<file path="src/rtl/pipe_ctrl.sv">
// Pipeline hazard controller for the 5-stage RV32I core: derives stall/flush
// controls for PC, IF/ID and ID/EX from bus waits, multi-cycle EX ops, jumps and load-use.
module pipe_ctrl #(
   parameter int unsigned MC_TIMEOUT = 64,
   parameter int unsigned CNT_W      = 32
) (
   input  logic             clk,
   input  logic             rst,
   input  logic [4:0]       id_rs1_addr_i,
   input  logic [4:0]       id_rs2_addr_i,
   input  logic             id_rs1_used_i,
   input  logic             id_rs2_used_i,
   input  logic [4:0]       ex_rd_addr_i,
   input  logic             ex_mem_re_i,
   input  logic             jump_i,
   input  logic             mc_start_i,
   input  logic             mc_done_i,
   input  logic             ext_stall_i,
   output logic             pc_stall_o,
   output logic             if_id_stall_o,
   output logic             if_id_flush_o,
   output logic             id_ex_stall_o,
   output logic             id_ex_flush_o,
   output logic             mc_timeout_o,
   output logic [CNT_W-1:0] stall_cnt_o
);

   localparam int unsigned TO_W = (MC_TIMEOUT > 2) ? $clog2(MC_TIMEOUT) : 1;
   localparam logic [TO_W-1:0]  TO_LAST  = TO_W'(MC_TIMEOUT - 1);
   localparam logic [TO_W-1:0]  TO_ONE   = TO_W'(1);
   localparam logic [CNT_W-1:0] CNT_ONE  = CNT_W'(1);

   typedef enum logic {
      MC_IDLE = 1'b0,
      MC_BUSY = 1'b1
   } mc_state_e;

   mc_state_e        state_q, state_d;
   logic [TO_W-1:0]  to_cnt_q, to_cnt_d;
   logic [CNT_W-1:0] stall_cnt_q, stall_cnt_d;

   logic load_use;
   logic pc_stall, if_id_stall, if_id_flush, id_ex_stall, id_ex_flush, mc_timeout;

   always_comb begin
      load_use = ex_mem_re_i && (ex_rd_addr_i != 5'd0) &&
                 ((id_rs1_used_i && (id_rs1_addr_i == ex_rd_addr_i)) ||
                  (id_rs2_used_i && (id_rs2_addr_i == ex_rd_addr_i)));
   end

   // Single priority chain: the first matching cause owns all controls this cycle.
   always_comb begin
      state_d     = state_q;
      to_cnt_d    = to_cnt_q;
      pc_stall    = 1'b0;
      if_id_stall = 1'b0;
      if_id_flush = 1'b0;
      id_ex_stall = 1'b0;
      id_ex_flush = 1'b0;
      mc_timeout  = 1'b0;

      if (ext_stall_i) begin
         pc_stall    = 1'b1;
         if_id_stall = 1'b1;
         id_ex_stall = 1'b1;
      end else if (state_q == MC_BUSY) begin
         if (mc_done_i) begin
            state_d = MC_IDLE;
         end else if (to_cnt_q == TO_LAST) begin
            pc_stall    = 1'b1;
            if_id_stall = 1'b1;
            id_ex_flush = 1'b1;
            mc_timeout  = 1'b1;
            state_d     = MC_IDLE;
         end else begin
            pc_stall    = 1'b1;
            if_id_stall = 1'b1;
            id_ex_stall = 1'b1;
            to_cnt_d    = to_cnt_q + TO_ONE;
         end
      end else if (mc_start_i) begin
         pc_stall    = 1'b1;
         if_id_stall = 1'b1;
         id_ex_stall = 1'b1;
         state_d     = MC_BUSY;
         to_cnt_d    = '0;
      end else if (jump_i) begin
         if_id_flush = 1'b1;
         id_ex_flush = 1'b1;
      end else if (load_use) begin
         pc_stall    = 1'b1;
         if_id_stall = 1'b1;
         id_ex_flush = 1'b1;
      end
   end

   always_comb begin
      stall_cnt_d = stall_cnt_q;
      if (pc_stall && (stall_cnt_q != '1)) begin
         stall_cnt_d = stall_cnt_q + CNT_ONE;
      end
   end

   always_ff @(posedge clk or posedge rst) begin
      if (rst) begin
         state_q     <= MC_IDLE;
         to_cnt_q    <= '0;
         stall_cnt_q <= '0;
      end else begin
         state_q     <= state_d;
         to_cnt_q    <= to_cnt_d;
         stall_cnt_q <= stall_cnt_d;
      end
   end

   // Controls are masked while rst is high so the stage registers see no stray hold/bubble.
   assign pc_stall_o    = pc_stall    & ~rst;
   assign if_id_stall_o = if_id_stall & ~rst;
   assign if_id_flush_o = if_id_flush & ~rst;
   assign id_ex_stall_o = id_ex_stall & ~rst;
   assign id_ex_flush_o = id_ex_flush & ~rst;
   assign mc_timeout_o  = mc_timeout  & ~rst;
   assign stall_cnt_o   = stall_cnt_q;

endmodule

</file>
<file path="config.mk">
export PLATFORM = sky130hd
export DESIGN_NAME = pipe_ctrl
export DESIGN_NICKNAME = d
export VERILOG_FILES = /design/src/rtl/pipe_ctrl.sv
export SDC_FILE = /design/constraint.sdc
export NUM_CORES = 1
export LEC_CHECK = 0
export CAP_MARGIN = 20
export CORE_ASPECT_RATIO = 1.4
export CORE_MARGIN = 2
export CORE_UTILIZATION = 50
export CTS_CLUSTER_DIAMETER = 100
export DETAILED_ROUTE_END_ITERATION = 6
export GPL_TIMING_DRIVEN = 1
export PLACE_DENSITY = 0.83
export SYNTH_ARGS = -nofsm -noshare
export SYNTH_HDL_FRONTEND = slang
export SYNTH_SLANG_ARGS = --single-unit
</file>
<file path="constraint.sdc">
create_clock -name clk -period 3.1 [get_ports clk]
set_input_delay 0.31 -clock clk [delete_from_list [all_inputs] [get_ports clk]]
set_output_delay 0.31 -clock clk [all_outputs]
set_load 0.01 [all_outputs]
</file>
==> out/summary.json, run 1 <==
{
  "run_status": {
    "result_of_the_run": "finished, final reports clean"
  },
  "floorplanning": {
    "placementRows": 28,
    "die-area_mm2": 0.00495,
    "dieHeight_um": 82.5,
    "boundaryPins": 62,
    "core_box_area_mm2": 0.00424,
    "initial_core_utilization": 0.519,
    "chipWidth_um": 60.0
  },
  "sta": {
    "tightestPinTransition_ns": 0.546,
    "fmax_ghz": 0.365,
    "period_minus_slack_ns": 2.74,
    "setup_violations": 0,
    "worst_slew_margin_rel": 0.635,
    "grt_setup_unrepaired": "no",
    "tns_ns": 0,
    "fin_skew_ns": 0.00399,
    "timing_hold_violations_final": 0,
    "final.period_utilization": 0.883,
    "postLayoutSetupSlackWorst_ns": 0.363,
    "maxSlewViolCount": 0
  },
  "setup_path": {
    "cp_data_required_time_ns": 2.79,
    "setup.worst_path.end_class": "output port",
    "max_stage_delay_ns": 0.58,
    "timing_worst_setup_path_type": "in -> out",
    "worstPathCellList": "clkdlybuf4s50_1 > or4_1 > o211a_1 > a21oi_1 > nor2_1 > clkdlybuf4s50_1",
    "critical_path_peak_fanout": 3,
    "worst_setup_path_start_kind": "input port",
    "path_common_cell": "sky130_fd_sc_hd__clkdlybuf4s50_1",
    "critical-path-slowest-cell": "sky130_fd_sc_hd__or4_1",
    "worst_ep_arrival_time_ns": 2.43
  },
  "route": {
    "dr.max_layer_used": "met4",
    "detail_route.wirelength_um": 5030,
    "vias_per_cell": 5.45,
    "met3RoutedLength_um": 335,
    "drt_iter0_drc": 74,
    "route.detailed.drc": 0,
    "met2_wirelength_um": 2560,
    "met1_length_um": 2080,
    "routedWlPerCell_um": 14.3,
    "postRouteAntennaNets": 0,
    "vias": 1917,
    "detailedRoute.firstPassIterationCount": 4
  },
  "pwr": {
    "comb_power_share": 0.271,
    "power_switching_share": 0.305,
    "switchingPower_mw": 0.464,
    "powerDensity_mw_per_mm2": 514,
    "static-leakage-power_nw": 1.29,
    "p_int_mw": 1.06,
    "pwr-share-clk": 0.288,
    "overall_power_of_the_completed_layout_mw": 1.52,
    "vdd.ir_drop.worst_mv": 0.492,
    "part_of_the_total_power_dissipated_in_sequential_elements": 0.441
  },
  "placement": {
    "detailed_place_hpwl_um": 3670,
    "post-place-ws_ns": 0.365,
    "place.gp.congestion": 0.809,
    "portBuffers": 61
  },
  "cts": {
    "cts_setup_buffers": 0,
    "cts_tree": "built",
    "clk-insertion-delay-late_ns": 0.29,
    "clk_pin_slew_worst_paths_ns": 0.07,
    "post_cts.resized_instances": 0,
    "cts_htree_levels": 2,
    "cts-buffers-inserted": 5,
    "clk_root_buffer_cell": "sky130_fd_sc_hd__clkbuf_8",
    "max-clock-path-buffers": 2,
    "clock-sinks": 39,
    "ctsHoldBuffers": 0
  },
  "logic_synthesis": {
    "yosys.area_share.simple": 0.265,
    "seq_area_frac_synth": 0.444,
    "mappedNetlistNets": 254,
    "syn-instance-count": 228,
    "muxShareOfSynthArea": 0.0102,
    "postSynthRegisterBits": 39,
    "synth_cell_types": 36,
    "synth_adder_area_share": 0.0114,
    "synth_warnings": 0,
    "xor_xnor_share_of_the_synthesized_area": 0.175,
    "postSynthAreaPerCell_um2": 9.64,
    "synth-compound-area-share": 0.0421,
    "main_combinational_cell_family_by_area_after_synthesis": "simple AND/OR/NAND/NOR gates",
    "syn_area_mm2": 0.00220
  },
  "layout": {
    "final.fill_count": 341,
    "num-nets-final": 317,
    "layout-drive-gt1-share": 0.0651,
    "num_antenna_cells": 0,
    "areaGrowthSynthToFinish_pct": 34.4
  },
  "grt": {
    "wire_length_of_the_first_global_routing_pass_um": 8090,
    "grt_antenna_before_repair": 0,
    "globalRouteTotalUtil": 0.215,
    "globalRouteOverflowTotal": 0,
    "first_global_vias": 1827,
    "maximum_number_of_pins_on_one_net_before_global_route_repair": 40
  },
  "worst_hold_path": {
    "timing.hold.worst.class": "reg -> reg"
  },
  "job": {
    "drv_cap": 0
  }
}
-- layout by cell type (no fill, tap or decap), drive strengths merged, types with 2 or more instances in the layout --
cell           Yosys  layout
ha                 2       2
nand2b             3       3
xnor2             18      18
nand3             16      16
mux2               2       2
clkbuf             1       6
xor2              26      26
o21ai              6       6
nor4              11      11
o211a              2       2
nand4             13      13
and3               3       3
buf                6       2
a21oi              2       2
or3                5       5
or4                2       2
nor2              15      15
nor2b              2       2
inv               14      14
a31oi              2       2
nor3              19      19
dfrtp             39      39
nand2             14      14
clkdlybuf4s50      0      61
-- cell usage after synthesis --
cell | number | area [um2]
sky130_fd_sc_hd__buf_4 | 1 | 7.51
sky130_fd_sc_hd__mux2_2 | 2 | 22.5
sky130_fd_sc_hd__nand4_2 | 1 | 12.5
sky130_fd_sc_hd__a31oi_1 | 2 | 12.5
sky130_fd_sc_hd__nor4_1 | 10 | 62.6
sky130_fd_sc_hd__or4_1 | 2 | 15.0
sky130_fd_sc_hd__nor3_2 | 1 | 10.0
sky130_fd_sc_hd__nor3_1 | 18 | 90.1
sky130_fd_sc_hd__buf_2 | 1 | 5.00
sky130_fd_sc_hd__or3_2 | 1 | 7.51
sky130_fd_sc_hd__or2_2 | 1 | 6.26
sky130_fd_sc_hd__or3_1 | 4 | 25.0
sky130_fd_sc_hd__dfrtp_1 | 39 | 976
sky130_fd_sc_hd__and2_1 | 1 | 6.26
sky130_fd_sc_hd__and3_1 | 3 | 18.8
sky130_fd_sc_hd__xor2_1 | 26 | 228
sky130_fd_sc_hd__ha_1 | 2 | 25.0
sky130_fd_sc_hd__xnor2_1 | 18 | 158
sky130_fd_sc_hd__o21ai_2 | 1 | 8.76
sky130_fd_sc_hd__nand2b_1 | 3 | 18.8
sky130_fd_sc_hd__nand4_1 | 12 | 75.1
sky130_fd_sc_hd__nor2b_1 | 2 | 12.5
sky130_fd_sc_hd__clkbuf_1 | 1 | 3.75
sky130_fd_sc_hd__o32a_1 | 1 | 10.0
sky130_fd_sc_hd__o211a_1 | 2 | 20.0
sky130_fd_sc_hd__nor2_1 | 15 | 56.3
sky130_fd_sc_hd__buf_6 | 4 | 45.0
sky130_fd_sc_hd__a21oi_1 | 2 | 10.0
sky130_fd_sc_hd__inv_1 | 14 | 52.6
sky130_fd_sc_hd__nand3_2 | 1 | 10.0
sky130_fd_sc_hd__o21ai_0 | 5 | 25.0
sky130_fd_sc_hd__nor3b_1 | 1 | 7.51
sky130_fd_sc_hd__nand2_1 | 14 | 52.6
sky130_fd_sc_hd__o22ai_1 | 1 | 6.26
sky130_fd_sc_hd__nand3_1 | 15 | 75.1
sky130_fd_sc_hd__nor4_4 | 1 | 21.3
-- metrics by stage --
stage | cell area [um2] | hold slack [ns] | instances | utilization
3_5_place_dp | 2840 | 0.481 | 344 | 0.669
6_report | 2960 | 0.488 | 352 | 0.697
2_1_floorplan | 2200 | 0.466 | 228 | -
4_1_cts | 2960 | 0.495 | 352 | 0.697
5_1_grt | 2960 | 0.516 | 352 | 0.697
3_3_place_gp | 2840 | 0.484 | 344 | 0.669
-- final timing paths --
| path | end | slack, ns | cells after the start | from |
|---|---|---|---|---|
| max in group asynchronous | stall_cnt_o[20] | 2.16 | 3 | rst |
| worst min register to register | stall_cnt_o[28] | 0.49 | 1 | stall_cnt_o[28] |
| worst max-delay path | pc_stall_o | 0.36 | 6 | ex_rd_addr_i[1] |
| worst min-delay path | stall_cnt_o[28] | 0.49 | 1 | stall_cnt_o[28] |
| min in group asynchronous | stall_cnt_o[25] | 0.60 | 3 | rst |
| worst max register to register | stall_cnt_o[13] | 0.61 | 7 | stall_cnt_o[7] |
-- cell families (layout without fill, tap and decap cells) --
| group | count (synthesis) | count (layout) |
|---|---|---|
| buf+inv | 21 | 85 |
| simple gates | 106 | 106 |
| mux | 2 | 2 |
| flops | 39 | 39 |
| xor+xnor | 44 | 44 |
| compound gates | 14 | 14 |
| fa+ha+maj | 2 | 2 |
-- worst max-delay path, delay by kind of cell --
kind	cells	cell delay [ns]
AO/OA/AOI/OAI	2	0.48
buffers and inverters	2	0.96
AND/OR/NAND/NOR	2	0.68
-- area by class of cell --
type | count | area (um2) | area share
Tap cell | 60 | 75.1 | 0.0254
Sequential cell | 39 | 976 | 0.330
Multi-Input combinational cell | 168 | 1110 | 0.375
Timing Repair Buffer | 63 | 626 | 0.212
Clock inverter | 2 | 35.0 | 0.0119
Inverter | 14 | 52.6 | 0.0178
Clock buffer | 6 | 82.6 | 0.0279
-- routing by layer --
layer,global-route usage,up-vias
met4,0.0644,0
met5,0,-
li1,-,915
met2,0.380,57
met3,0.0530,6
met1,0.252,939
-- sequential cells by signal, summed over array words and instances (netlist names) --
| name | count |
|---|---|
| stall_cnt_o | 32 |
| state_q | 1 |
| to_cnt_q | 6 |
-- power groups by stage --
stage | clock network [mW] | logic, mW | registers [mW]
after global placement | 0 | 0.402 | 0.680
final | 0.438 | 0.412 | 0.671
after detailed placement | 0 | 0.411 | 0.678
after CTS | 0.447 | 0.416 | 0.670
after global routing | 0.466 | 0.453 | 0.682
after floorplan | 0 | 0.210 | 0.691
Power figures use the tool's default switching activity.
==> run 2: changes to the inputs <==
- MAX_ROUTING_LAYER: not set -> met4
==> out/summary.json, run 2 (synthesis results as in run 1) <==
{
  "grt": {
    "globalRouteTotalUtil": 0.221,
    "maximum_number_of_pins_on_one_net_before_global_route_repair": 40,
    "grt_antenna_before_repair": 0,
    "globalRouteOverflowTotal": 0,
    "first_global_vias": 1823,
    "wire_length_of_the_first_global_routing_pass_um": 8110
  },
  "setup_path": {
    "worst_r2r_startpoint": "stall_cnt_o[7]",
    "critical_path_peak_fanout": 3,
    "max_stage_delay_ns": 0.58,
    "timing_worst_setup_path_type": "in -> out",
    "setup.worst_path.end_class": "output port",
    "crit_path_max_delay_family": "buffers and inverters",
    "r2r_setup_slack_ns": 0.61,
    "worstPathCellList": "clkdlybuf4s50_1 > or4_1 > o211a_1 > a21oi_1 > nor2_1 > clkdlybuf4s50_1",
    "critical-path-slowest-cell": "sky130_fd_sc_hd__or4_1",
    "critical_path.n_buffers_inverters": 2,
    "worst_setup_path_start_kind": "input port",
    "worst_ep_arrival_time_ns": 2.43,
    "reg2reg_to": "stall_cnt_o[13]",
    "reg2reg_depth": 7,
    "cp_data_required_time_ns": 2.79,
    "path_common_cell": "sky130_fd_sc_hd__clkdlybuf4s50_1"
  },
  "sta": {
    "tns_ns": 0,
    "worst_slew_margin_rel": 0.635,
    "timing_hold_violations_final": 0,
    "fmax_ghz": 0.365,
    "final.period_utilization": 0.884,
    "maxSlewViolCount": 0,
    "tightestPinTransition_ns": 0.546,
    "grt_setup_unrepaired": "no",
    "period_minus_slack_ns": 2.74,
    "setup_violations": 0,
    "fin_skew_ns": 0.00398
  },
  "pwr": {
    "static-leakage-power_nw": 1.29,
    "powerDensity_mw_per_mm2": 515,
    "vdd.ir_drop.worst_mv": 0.492
  },
  "route": {
    "drt_iter0_drc": 73,
    "postRouteAntennaNets": 0,
    "detailedRoute.firstPassIterationCount": 4,
    "detail_route.wirelength_um": 5020,
    "vias_per_cell": 5.45,
    "vias": 1919,
    "route.detailed.drc": 0,
    "routedWlPerCell_um": 14.3
  },
  "layout": {
    "ff_latch_area_um2": 976,
    "areaGrowthSynthToFinish_pct": 34.4,
    "multi_input_comb_area_mm2": 0.00111,
    "layout-drive-gt1-share": 0.0651,
    "commonest_non_fill_non_tap_cell_in_the_layout": "sky130_fd_sc_hd__clkdlybuf4s50_1",
    "largest_reg_flops": 32,
    "num_antenna_cells": 0,
    "post_layout_nonfiller_instances": 352,
    "final.fill_count": 341,
    "num-nets-final": 317,
    "most_frequent_cells_in_the_layout": "61 x sky130_fd_sc_hd__clkdlybuf4s50_1, 39 x sky130_fd_sc_hd__dfrtp_1, 26 x sky130_fd_sc_hd__xor2_1"
  },
  "cts": {
    "cts-buffers-inserted": 5,
    "max-clock-path-buffers": 2,
    "cts_setup_buffers": 0,
    "clock-sinks": 39,
    "cts_htree_levels": 2,
    "clk_pin_slew_worst_paths_ns": 0.07,
    "ctsHoldBuffers": 0,
    "cts_tree": "built",
    "clk-insertion-delay-late_ns": 0.29,
    "clk_root_buffer_cell": "sky130_fd_sc_hd__clkbuf_8",
    "post_cts.resized_instances": 0
  },
  "floorplanning": {
    "dieHeight_um": 82.5,
    "initial_core_utilization": 0.519,
    "placementRows": 28,
    "core_box_area_mm2": 0.00424,
    "chipWidth_um": 60.0,
    "die-area_mm2": 0.00495,
    "boundaryPins": 62
  },
  "worst_hold_path": {
    "worst_hold_path.num_cells": 1,
    "hp-start": "stall_cnt_o[28]",
    "timing.hold.worst.class": "reg -> reg",
    "holdPathEnd": "stall_cnt_o[28]"
  },
  "placement": {
    "post-place-cells": 344,
    "place.gp.congestion": 0.821,
    "portBuffers": 61,
    "detailed_place_hpwl_um": 3670
  },
  "run_status": {
    "result_of_the_run": "finished, final reports clean"
  },
  "job": {
    "drv_cap": 0
  }
}
-- run 2: cell counts in the layout (fill, tap and decap cells not counted) --
No cell type changed its count.
-- run 2: worst register-to-register path: stages (launching register included) --
cell and delay, ns:
sky130_fd_sc_hd__dfrtp_1 0.43, sky130_fd_sc_hd__nand4_2 0.22, sky130_fd_sc_hd__or4_1 0.58, sky130_fd_sc_hd__o32a_1 0.32, sky130_fd_sc_hd__o21ai_2 0.23, sky130_fd_sc_hd__buf_4 0.34
sky130_fd_sc_hd__nor3_1 0.11, sky130_fd_sc_hd__xor2_1 0.15
-- run 2: worst max path at each step --
| stage | startpoint | endpoint | cells after the start |
|---|---|---|---|
| 6_report | ex_rd_addr_i[1] | pc_stall_o | 6 |
| 2_1_floorplan | stall_cnt_o[7] | stall_cnt_o[1] | 6 |
| 3_3_place_gp | ex_rd_addr_i[1] | pc_stall_o | 6 |
| 5_1_grt | ex_rd_addr_i[1] | pc_stall_o | 6 |
| 3_5_place_dp | ex_rd_addr_i[1] | stall_cnt_o[13] | 8 |
| 4_1_cts | ex_rd_addr_i[1] | pc_stall_o | 6 |
-- run 2: layout make-up --
cell class                 instances  share of cell area
multi-input combinational        168               0.375
sequential                        39               0.330
timing repair buffer              63               0.212
clock buffer                       6              0.0279
tap                               60              0.0254
inverter                          14              0.0178
clock inverter                     2              0.0119
-- run 2: per-layer routing --
metal / GRT usage / vias up / share of wire
met1: 0.255 / 934 / 0.41
met4: 0.0644 / 0 / 0.0098
met3: 0.0498 / 5 / 0.064
met5: - / - / 0
li1: - / 919 / -
met2: 0.380 / 61 / 0.51
-- run 2: power by group --
| part | internal [mW] | switching (mW) |
|---|---|---|
| clock network | 0.260 | 0.179 |
| logic | 0.216 | 0.195 |
| registers | 0.580 | 0.0909 |
-- run 2: through the flow --
| step | power (mW) | util | instance area [um2] | setup slack [ns] | hold WS [ns] |
|---|---|---|---|---|---|
| 6_report | 1.52 | 0.697 | 2960 | 0.358 | 0.488 |
| 5_1_grt | 1.60 | 0.697 | 2960 | 0.220 | 0.516 |
| 4_1_cts | 1.53 | 0.697 | 2960 | 0.365 | 0.495 |
| 3_5_place_dp | 1.09 | 0.669 | 2840 | 0.365 | 0.481 |
| 3_3_place_gp | 1.08 | 0.669 | 2840 | 0.392 | 0.484 |
| 2_1_floorplan | 0.901 | - | 2200 | 0.954 | 0.466 |
==> run 3: changes to the inputs <==
- CORE_MARGIN: 2 -> 4
- SKIP_CTS_REPAIR_TIMING: not set -> 1
==> out/summary.json, run 3 (synthesis results as in run 1) <==
{
  "layout": {
    "most_frequent_cells_in_the_layout": "61 x sky130_fd_sc_hd__clkdlybuf4s50_1, 39 x sky130_fd_sc_hd__dfrtp_1, 26 x sky130_fd_sc_hd__xor2_1",
    "commonest_non_fill_non_tap_cell_in_the_layout": "sky130_fd_sc_hd__clkdlybuf4s50_1",
    "num-nets-final": 317,
    "largest_reg_flops": 32,
    "areaGrowthSynthToFinish_pct": 33.4,
    "layout-drive-gt1-share": 0.0616,
    "num_antenna_cells": 0,
    "final_cell_area_mm2": 0.00293
  },
  "route": {
    "met2_wirelength_um": 2470,
    "route.detailed.drc": 0,
    "vias": 1889,
    "met1_length_um": 2160,
    "vias_per_cell": 5.37,
    "detailedRoute.firstPassIterationCount": 4,
    "met3RoutedLength_um": 248,
    "postRouteAntennaNets": 0,
    "drt_iter0_drc": 118,
    "detail_route.wirelength_um": 4940,
    "dr.max_layer_used": "met4",
    "routedWlPerCell_um": 14.0
  },
  "cts": {
    "cts-buffers-inserted": 5,
    "cts_tree": "built",
    "clk_root_buffer_cell": "sky130_fd_sc_hd__clkbuf_8",
    "max-clock-path-buffers": 2,
    "clock-sinks": 39,
    "clk_pin_slew_worst_paths_ns": 0.07,
    "cts_htree_levels": 2,
    "clk-insertion-delay-late_ns": 0.30
  },
  "setup_path": {
    "max_stage_delay_ns": 0.56,
    "critical-path-slowest-cell": "sky130_fd_sc_hd__or4_1",
    "worst_setup_path_start": "ex_rd_addr_i[2]",
    "worst_ep_arrival_time_ns": 2.41,
    "setup.worst_path.end_class": "output port",
    "path_common_cell": "sky130_fd_sc_hd__clkdlybuf4s50_1",
    "worstPathCellList": "clkdlybuf4s50_1 > or4_1 > o211a_1 > a21oi_1 > nor2_1 > clkdlybuf4s50_1",
    "timing_worst_setup_path_type": "in -> out",
    "critical_path.n_buffers_inverters": 2,
    "reg2reg_depth": 6,
    "crit_path_max_delay_family": "buffers and inverters",
    "worst_setup_path_start_kind": "input port",
    "worst_r2r_startpoint": "stall_cnt_o[7]",
    "critical_path_peak_fanout": 3,
    "critical_path_stages": 6,
    "cp_data_required_time_ns": 2.79
  },
  "grt": {
    "globalRouteOverflowTotal": 0,
    "grt_antenna_before_repair": 0,
    "globalRouteTotalUtil": 0.197,
    "wire_length_of_the_first_global_routing_pass_um": 8510,
    "maximum_number_of_pins_on_one_net_before_global_route_repair": 40,
    "first_global_vias": 1902
  },
  "sta": {
    "tightestPinTransition_ns": 0.564,
    "period_minus_slack_ns": 2.72,
    "worst_slew_margin_rel": 0.623,
    "timing_hold_violations_final": 0,
    "tns_ns": 0,
    "maxSlewViolCount": 0,
    "grt_setup_unrepaired": "no",
    "fin_skew_ns": 0.0136,
    "setup_violations": 0,
    "hold_slack_ns": 0.496,
    "fmax_ghz": 0.368,
    "final.period_utilization": 0.877
  },
  "pwr": {
    "powerDensity_mw_per_mm2": 491,
    "part_of_the_total_power_dissipated_in_sequential_elements": 0.467,
    "comb_power_share": 0.284,
    "switchingPower_mw": 0.463,
    "p_int_mw": 0.977,
    "pwr-share-clk": 0.249,
    "static-leakage-power_nw": 1.28,
    "power_switching_share": 0.322,
    "vdd.ir_drop.worst_mv": 0.437
  },
  "run_status": {
    "result_of_the_run": "finished, final reports clean"
  },
  "floorplanning": {
    "die-area_mm2": 0.00554,
    "placementRows": 28,
    "boundaryPins": 62,
    "initial_core_utilization": 0.519,
    "dieHeight_um": 86.5,
    "chipWidth_um": 64.0,
    "core_box_area_mm2": 0.00424
  },
  "job": {
    "drv_cap": 0
  },
  "worst_hold_path": {
    "timing.hold.worst.class": "reg -> reg",
    "hp-start": "stall_cnt_o[28]",
    "worst_hold_path.num_cells": 1
  },
  "placement": {
    "place.gp.congestion": 0.814,
    "post_dp_cell_area_mm2": 0.00284,
    "detailed_place_hpwl_um": 3670,
    "portBuffers": 61
  }
}
[run 3: area by class of cell]
cell class / instances / area [um2]
fillers: 340 / 1310
multi-input cells: 168 / 1110
flip-flops and latches: 39 / 976
repair buffers: 63 / 626
clock buffers: 7 / 86.3
well taps: 60 / 75.1
inverters: 14 / 52.6
clock inverters: 1 / 8.76
[run 3: worst paths after layout]
kind	end	slack, ns
worst min register to register	stall_cnt_o[28]	0.50
min in group asynchronous	to_cnt_q[5]	0.56
max in group asynchronous	stall_cnt_o[20]	2.19
worst max register to register	stall_cnt_o[1]	0.64
worst min-delay path	stall_cnt_o[28]	0.50
worst max-delay path	if_id_stall_o	0.38
[run 3: through the flow]
stage	cells	power, mW	setup slack [ns]	util
after floorplan	228	0.901	0.954	-
after global placement	344	1.08	0.408	0.669
after detailed placement	344	1.09	0.369	0.669
after CTS	352	1.46	0.365	0.692
after global routing	352	1.53	0.271	0.692
final	352	1.44	0.381	0.692
[run 3: per-layer routing]
| metal | GRT usage | vias to the layer above |
|---|---|---|
| li1 | - | 919 |
| met1 | 0.238 | 904 |
| met2 | 0.330 | 59 |
| met3 | 0.0389 | 7 |
| met4 | 0.0648 | 0 |
| met5 | - | - |
[run 3: power groups by stage]
stage,sequential (mW),combinational (mW),clock [mW]
floorplan,0.691,0.210,0
global placement,0.680,0.403,0
detailed placement,0.681,0.409,0
CTS,0.673,0.412,0.372
global route,0.685,0.452,0.393
finish,0.673,0.409,0.358
